[src/rtl/constants.sv]
// Shared build-time constants for the issue/hazard logic.
`ifndef CONSTANTS_SV
`define CONSTANTS_SV
`define REGFILE_LOGSIZE 5
`define MAX_OUT_DEFAULT 4
`endif

[src/rtl/hazard_scoreboard_cmp.sv]
// One source operand checked against the pending mask and the load-use register.
`ifndef CONSTANTS_SV
`include "constants.sv"
`endif

module hazard_cmp #(
  parameter int RW = `REGFILE_LOGSIZE
) (
  input  logic [RW-1:0]      src_i,
  input  logic               src_used_i,
  input  logic [2**RW-1:0]   pending_i,
  input  logic               ll_valid_i,
  input  logic [RW-1:0]      ll_rd_i,
  output logic               raw_hit_o,
  output logic               ld_hit_o
);

  logic live;

  always_comb begin
    live      = src_used_i && (src_i != '0);
    raw_hit_o = live && pending_i[src_i];
    ld_hit_o  = live && ll_valid_i && (src_i == ll_rd_i);
  end

endmodule

[src/rtl/hazard_scoreboard.sv]
// Issue-stage scoreboard: load-use, RAW/WAW on long-latency writes and outstanding-op limit.
`ifndef CONSTANTS_SV
`include "constants.sv"
`endif

module hazard_scoreboard #(
  parameter int MAX_OUT = `MAX_OUT_DEFAULT
) (
  input  logic                              clk,
  input  logic                              rst,
  input  logic                              flush,
  input  logic                              issue_valid,
  input  logic [`REGFILE_LOGSIZE-1:0]       issue_rs1,
  input  logic [`REGFILE_LOGSIZE-1:0]       issue_rs2,
  input  logic                              issue_rs1_used,
  input  logic                              issue_rs2_used,
  input  logic [`REGFILE_LOGSIZE-1:0]       issue_rd,
  input  logic                              issue_wr,
  input  logic                              issue_load,
  input  logic                              issue_long,
  input  logic                              wb_valid,
  input  logic [`REGFILE_LOGSIZE-1:0]       wb_rd,
  output logic                              stall,
  output logic [2**`REGFILE_LOGSIZE-1:0]    pending,
  output logic [3:0]                        outstanding
);

  localparam int RW   = `REGFILE_LOGSIZE;
  localparam int NREG = 2**RW;

  logic [NREG-1:0] pending_q, pending_d;
  logic [3:0]      cnt_q, cnt_d;
  logic            ll_valid_q, ll_valid_d;
  logic [RW-1:0]   ll_rd_q, ll_rd_d;

  logic raw1, ld1, raw2, ld2;
  logic waw_haz, full_haz, ld_haz, raw_haz;
  logic accept, set_en, clr_en, rd_nz;

  hazard_cmp #(.RW(RW)) u_cmp_rs1 (
    .src_i      (issue_rs1),
    .src_used_i (issue_rs1_used),
    .pending_i  (pending_q),
    .ll_valid_i (ll_valid_q),
    .ll_rd_i    (ll_rd_q),
    .raw_hit_o  (raw1),
    .ld_hit_o   (ld1)
  );

  hazard_cmp #(.RW(RW)) u_cmp_rs2 (
    .src_i      (issue_rs2),
    .src_used_i (issue_rs2_used),
    .pending_i  (pending_q),
    .ll_valid_i (ll_valid_q),
    .ll_rd_i    (ll_rd_q),
    .raw_hit_o  (raw2),
    .ld_hit_o   (ld2)
  );

  always_comb begin
    rd_nz    = (issue_rd != '0);
    ld_haz   = ld1 | ld2;
    raw_haz  = raw1 | raw2;
    waw_haz  = issue_wr && rd_nz && pending_q[issue_rd];
    full_haz = issue_long && (cnt_q == 4'(MAX_OUT));
    stall    = issue_valid && !flush && (ld_haz || raw_haz || waw_haz || full_haz);

    accept = issue_valid && !stall && !flush;
    set_en = accept && issue_long && issue_wr && rd_nz;
    clr_en = wb_valid && (wb_rd != '0) && pending_q[wb_rd];

    // Clear first so that a forced same-register set/clear leaves the bit set.
    pending_d = pending_q;
    if (clr_en) pending_d[wb_rd] = 1'b0;
    if (set_en) pending_d[issue_rd] = 1'b1;

    cnt_d = cnt_q;
    case ({set_en, clr_en})
      2'b10:   cnt_d = cnt_q + 4'd1;
      2'b01:   cnt_d = cnt_q - 4'd1;
      default: cnt_d = cnt_q;
    endcase

    ll_valid_d = accept && issue_load && issue_wr && rd_nz;
    ll_rd_d    = ll_valid_d ? issue_rd : ll_rd_q;
  end

  always_ff @(posedge clk) begin
    if (rst) begin
      pending_q  <= '0;
      cnt_q      <= '0;
      ll_valid_q <= 1'b0;
      ll_rd_q    <= '0;
    end else begin
      pending_q  <= pending_d;
      cnt_q      <= cnt_d;
      ll_valid_q <= ll_valid_d;
      ll_rd_q    <= ll_rd_d;
    end
  end

  assign pending     = pending_q;
  assign outstanding = cnt_q;

endmodule

[config.mk]
export PLATFORM = sky130hd
export DESIGN_NAME = hazard_scoreboard
export DESIGN_NICKNAME = d
export VERILOG_FILES = /design/src/rtl/hazard_scoreboard_cmp.sv /design/src/rtl/hazard_scoreboard.sv
export VERILOG_INCLUDE_DIRS = /design/src /design/src/rtl
export SDC_FILE = /design/constraint.sdc
export NUM_CORES = 1
export LEC_CHECK = 0
export CAP_MARGIN = 20
export CORE_MARGIN = 10
export CORE_UTILIZATION = 32
export CTS_BUF_LIST = sky130_fd_sc_hd__clkbuf_2 sky130_fd_sc_hd__clkbuf_4 sky130_fd_sc_hd__clkbuf_8
export CTS_CLUSTER_DIAMETER = 80
export DETAILED_ROUTE_END_ITERATION = 10
export PLACE_DENSITY_LB_ADDON = 0.3
export SLEW_MARGIN = 20
export SYNTH_ARGS = -nofsm -noshare
export SYNTH_HDL_FRONTEND = slang
export SYNTH_HIERARCHICAL = 1
export SYNTH_SLANG_ARGS = --single-unit
[constraint.sdc]
create_clock -name clk -period 5.65 [get_ports clk]
set_input_delay 1.13 -clock clk [delete_from_list [all_inputs] [get_ports clk]]
set_output_delay 1.13 -clock clk [all_outputs]
set_load 0.05 [all_outputs]
Word level (Yosys, flattened, before mapping)
Cells that the tools add are included.
Cells by class
  equality and inequality tests: 5
  $lt $le $gt $ge: 6
  divide/modulo/power cells: 0
  multiply operators: 0
  $add $sub $neg: 2
  reduce and logical (&&, ||, !) cells: 35
  bitwise gates (word level): 5
  muxes and demuxes: 15
  shift-type cells: 0
Operators by type and width (number)
  $mux W32: 2
  $and A32 B32 Y32: 1
  $not A32 Y32: 1
  $or A32 B32 Y32: 1
  $logic_and A1 B1 Y1: 25
  $lt A5 B6 Y1 const B: 4
  $bmux W1 S5: 4
  $reduce_bool A5 Y1: 4
  $demux W1 S5: 2
  $eq A5 B5 Y1: 2
  $ge A5 B1 Y1 const B: 2
  $pmux W4 S2: 1
  $mux W1: 6
  $add A4 B1 Y4 const B: 1
  $eq A4 B3 Y1 const B: 1
  $sub A4 B1 Y4 const B: 1
  $logic_or A1 B1 Y1: 3
  $eq A2 B1 Y1 const B: 1
  $eq A2 B2 Y1 const B: 1
  $logic_not A1 Y1: 2
  $or A1 B1 Y1: 2
  $reduce_bool A2 Y1: 1
Storage, ports and cells
  memory bits (writable): 0
  memories kept: 0
  output and inout bits: 37
  input bits: 30
  ROM bits: 0
  latch bits: 0
  flip-flop bits (word level): 42
  logic and storage cells: 72

Longest topological paths before layout
  depth after elaboration: 17
  depth in mapped cells: 15
  gate-level depth less buffers: 14

Cells and area by module
Netlist, hierarchy kept.
By module, submodules not included
  hazard_scoreboard: cells each 279, area each 2583.7 um^2, instances 1, seq. area each 840.8 um^2
  hazard_cmp: cells each 32, area each 392.9 um^2, instances 2, seq. area each 0.0 um^2

Worst setup path before layout
Ideal clock, no wire load.
  path type: input-to-reg
  start: in issue_rs2[1]
  end: reg cnt_q[2] (netlist: outstanding[2])
  path buffers: 1
  stages: 15
  arrival time: 4.650 ns
  data required time: 5.579 ns
  library setup time: 0.071 ns
  slack: 0.930 ns
  cells stage by stage: buf_6 mux4_2 nor2b_4 a2111oi_2 and4b_1 or4_4 nor4_1 nand3_1 ha_1 xor2_1 ha_1 a21oi_1 xor2_1 or3_1 a21oi_1
On the way
  elaborated cells between the ends (all ways): 24
  those cells by class: eq/ne (3); mux (3); bitwise (2); reduce/logical (16)
RTL lines
  start, declared: RTL line hazard_scoreboard.sv:14  | input logic [`REGFILE_LOGSIZE-1:0] issue_rs2,
  $bmux W1 S5 / $reduce_bool A5 Y1 (equally long branches): RTL line hazard_scoreboard_cmp.sv:22, hazard_scoreboard_cmp.sv:21
  $mux W1 (not written as such) / $logic_and A1 B1 Y1 (equally long branches): RTL line hazard_scoreboard_cmp.sv:22, hazard_scoreboard_cmp.sv:21
  $logic_and A1 B1 Y1 *: RTL line hazard_scoreboard_cmp.sv:22  | raw_hit_o = live && pending_i[src_i];
  via raw2: RTL line hazard_scoreboard.sv:36  | logic raw1, ld1, raw2, ld2;
  $or A1 B1 Y1 *: RTL line hazard_scoreboard.sv:63  | raw_haz = raw1 | raw2;
  $logic_or A1 B1 Y1 * (3 in series): RTL line hazard_scoreboard.sv:66  | stall = issue_valid && !flush && (ld_haz || raw_haz || waw_haz || full_haz);
  $logic_and A1 B1 Y1 *: RTL line hazard_scoreboard.sv:66
  $logic_not A1 Y1 *: RTL line hazard_scoreboard.sv:68  | accept = issue_valid && !stall && !flush;
  $logic_and A1 B1 Y1 * (2 in series): RTL line hazard_scoreboard.sv:68
  $logic_and A1 B1 Y1 * (3 in series): RTL line hazard_scoreboard.sv:69  | set_en = accept && issue_long && issue_wr && rd_nz;
  $eq A2 B1 Y1 / $eq A2 B2 Y1 (equally long branches): RTL line hazard_scoreboard.sv:78  | case ({set_en, clr_en})
  $pmux W4 S2 / $reduce_bool A2 Y1 (equally long branches)
  end signal, assigned: RTL line hazard_scoreboard.sv:96  | cnt_q <= cnt_d;
  end, declared: RTL line hazard_scoreboard.sv:32  | logic [3:0] cnt_q, cnt_d;
Mark *: on every way through the listed nets, which the timed path passes. The rest lies on a longest branch. The select of a mux whose other input is x is not followed.
A chain may end at the register's enable or synchronous reset.

Worst setup path after layout
  start: in issue_rs2[1]
  end: out stall
On the way
  elaborated cells between the ends (all ways): 14
  those cells by class: eq/ne (1); mux (2); bitwise (2); reduce/logical (9)
RTL lines
  $bmux W1 S5 / $reduce_bool A5 Y1 (equally long branches): RTL line hazard_scoreboard_cmp.sv:22, hazard_scoreboard_cmp.sv:21
  $mux W1 (not written as such) / $logic_and A1 B1 Y1 (equally long branches): RTL line hazard_scoreboard_cmp.sv:22, hazard_scoreboard_cmp.sv:21
  $logic_and A1 B1 Y1 *: RTL line hazard_scoreboard_cmp.sv:22
  via raw2: RTL line hazard_scoreboard.sv:36
  $or A1 B1 Y1 *: RTL line hazard_scoreboard.sv:63
  $logic_or A1 B1 Y1 * (3 in series): RTL line hazard_scoreboard.sv:66
  $logic_and A1 B1 Y1 *: RTL line hazard_scoreboard.sv:66
  end, declared: RTL line hazard_scoreboard.sv:23  | output logic stall,
Marks and branches as above.

==> flow_metrics.tcl <==
set metrics [dict create \
    core_area_um2 10300 \
    syn_avg_cell_area_um2 9.82 \
    finalCritPeriodShare_pct 94.3 \
    grtUsageTotal_pct 15.5 \
    path_max_fanout 8 \
    status "finished, final reports clean" \
    synth-seq-cells 42 \
    fillCellCount 1040 \
    ys.flop_type "dfxtp_1" \
    gp_congestion 0.911 \
    place_area_um2 4100 \
    syn_inst 343 \
    drv_cap 0 \
    synth_area_um2 3370 \
    vias 3259 \
    synth_common_cells "dfxtp_1, o21ai_0, o311ai_0" \
    powerDensity_nw_per_um2 165 \
    remaining_drc_errors 0 \
    drtPass1Iterations 5 \
    die_x_um 123 \
    cp-start-kind "input port" \
    maxSlewViolCount 0 \
    clkLatencyLatePin_ns 0.30 \
    worstReg2RegEnd "outstanding[2]" \
    hp-start "outstanding[3]" \
    postCtsSetupBuffers 0 \
    area_growth_pct 25.0 \
    finClkSkew_ns 0.0144 \
    wl_um 11800 \
    rsz0062_at_grt "false" \
    grt_antenna_before_repair 0 \
    min_to "outstanding[3]" \
    crit_arrival_ns 4.20 \
    max_slew_margin_pct 48.4 \
    grt_first_pass_wirelength_um 18500 \
    endpoint_kind "primary output" \
    synth_nets 376 \
    cts_tree "yes" \
    cts_resized 0 \
    synth_warnings 6 \
    hold_depth 2 \
    die_y_um 123 \
    grt_overflow_total 0 \
    h-tree-depth 2 \
    fin_nets 437 \
    cts_buffers 5 \
    grt_max_degree 32 \
    stdcell_area_um2 4210 \
    synth_cell_types 60 \
    ctsHoldBuffers 0 \
    use_met3_pct 2.75 \
    ant_nets 0 \
    routedWlPerCell_um 21.9 \
    grt.busiest_layer "met2" \
    die_area_um2 15000 \
    clk_path_buf_depth 2 \
    num_antenna_cells 0 \
    yosysMostFrequentCell "dfxtp_1" \
    leakagePower_nw 1.40 \
    fin_crit_ns 5.33 \
    rows 37 \
    reg2reg_from "pending[6]" \
    cts.clk_slew.worst_paths_ns 0.08 \
    use_met2_pct 26.3 \
    netlist_top_cells_area "dfxtp_1, mux4_2, o311ai_0" \
    dr.first_iter.drc_count 288 \
    cp.required_ns 4.52 \
    tns_ns 0 \
    routed_via_density 6.02 \
    critPathKind "in -> out" \
    io_buffers 66 \
    synth_top_area_share_pct 25.0 \
    ys_seq_area_share_pct 25.0 \
    max_slew.worst_pin.slew_ns 0.773 \
    final-setup-viol-count 0 \
    hp-class "reg -> reg" \
    max_freq_ghz 0.188 \
    rr_worst_depth 14 \
    first_global_vias 3345 \
    use_met1_pct 19.6 \
    async_flop_share_pct 0 \
    place_hpwl_um 9020 \
    clockRootBuffer "clkbuf_8" \
    ioPinCount 67 \
    layout-drive-gt1-share_pct 16.5 \
    ir_worst_vdd_v 0.000106 \
    start_util_pct 32.8 \
    finalHoldViolCount 0 \
    r2r_slack_ns 1.71 \
    yosys.area.top_type "dfxtp_1" \
    synth_edf_count 0 \
    clock-sinks 42 \
]
[kinds of logic after synthesis]
group,count (synthesis),share of synthesized area [%]
AOI/OAI and AO/OA,110,23.8
and+or+nand+nor,98,18.5
muxes,51,22.5
DFF,42,25.0
buffers and inverters,26,5.79
xor gates and xnor gates,13,3.38
adders and majority gates,3,1.11
[worst max path at each step]
stage | from | end | slack (ns)
2_1_floorplan | issue_rs2[1] | outstanding[2] | 0.93
3_3_place_gp | issue_rs2[1] | outstanding[2] | 0.24
3_5_place_dp | issue_rs2[1] | outstanding[2] | 0.20
4_1_cts | issue_rs2[1] | stall | 0.33
5_1_grt | issue_rs1[0] | outstanding[2] | 0.18
6_report | issue_rs2[1] | stall | 0.32
[state kept, by name, summed over array words and instances, names as in the netlist]
register	flops
ll_valid_q	1
outstanding	4
ll_rd_q	5
pending	32
[stage by stage]
step	std cells	power [mW]	util (%)	worst slack [ns]	hold slack [ns]
2_1_floorplan	343	0.406	-	0.930	0.488
3_3_place_gp	533	0.453	39.9	0.239	0.495
3_5_place_dp	533	0.456	39.9	0.201	0.513
4_1_cts	541	0.699	41.0	0.327	0.526
5_1_grt	541	0.720	41.0	0.182	0.556
6_report	541	0.695	41.0	0.324	0.513
[layout make-up]
class                      instances  area, µm²  share of cell area [%]
timing repair buffer              76        733                    17.4
tap                              136        170                    4.04
clock inverter                     2       37.5                   0.891
inverter                           4       15.0                   0.356
multi-input combinational        275       2340                    55.5
clock buffer                       6       76.3                    1.81
sequential                        42        841                    20.0
[cells in the final DEF, fill, tap and decap left out, types with 3 or more instances in the layout]
cell type and instances:
clkdlybuf4s50_1 65, dfxtp_1 42, o21ai_0 39, o311ai_0 31, mux2i_1 26, nand2_1 16, mux4_2 14, nand3_1 13
nor2_1 11, buf_4 11, xnor2_1 10, nand3b_1 9, a21oi_1 9, mux2_2 7, nor2b_1 7, nor3_1 6
or3_1 5, clkbuf_8 5, o22ai_1 4, inv_1 4, or3_2 4, o221ai_1 4, mux4_1 4, or3b_2 3
xor2_1 3, nand4_1 3, o21ai_1 3, a31oi_1 3, ha_1 3
[critical path, stage by stage]
cell and delay, ns:
clkdlybuf4s50_1 0.72, mux4_2 0.55, nor2b_4 0.14, a2111oi_2 0.31, and4b_1 0.23, or4_4 0.51, o311a_2 0.40, buf_4 0.19
[power by group]
| group | switching, mW | internal [mW] |
|---|---|---|
| combinational | 0.0853 | 0.0622 |
| clock | 0.107 | 0.137 |
| sequential | 0.00461 | 0.299 |
| total | 0.197 | 0.498 |
[routing by layer]
layer	vias to the layer above	part of all wire (%)
li1	1515	-
met1	1606	43
met2	130	50
met3	8	6.3
met4	0	1.2
met5	-	0
No activity file was read; power rests on OpenSTA's default activity.
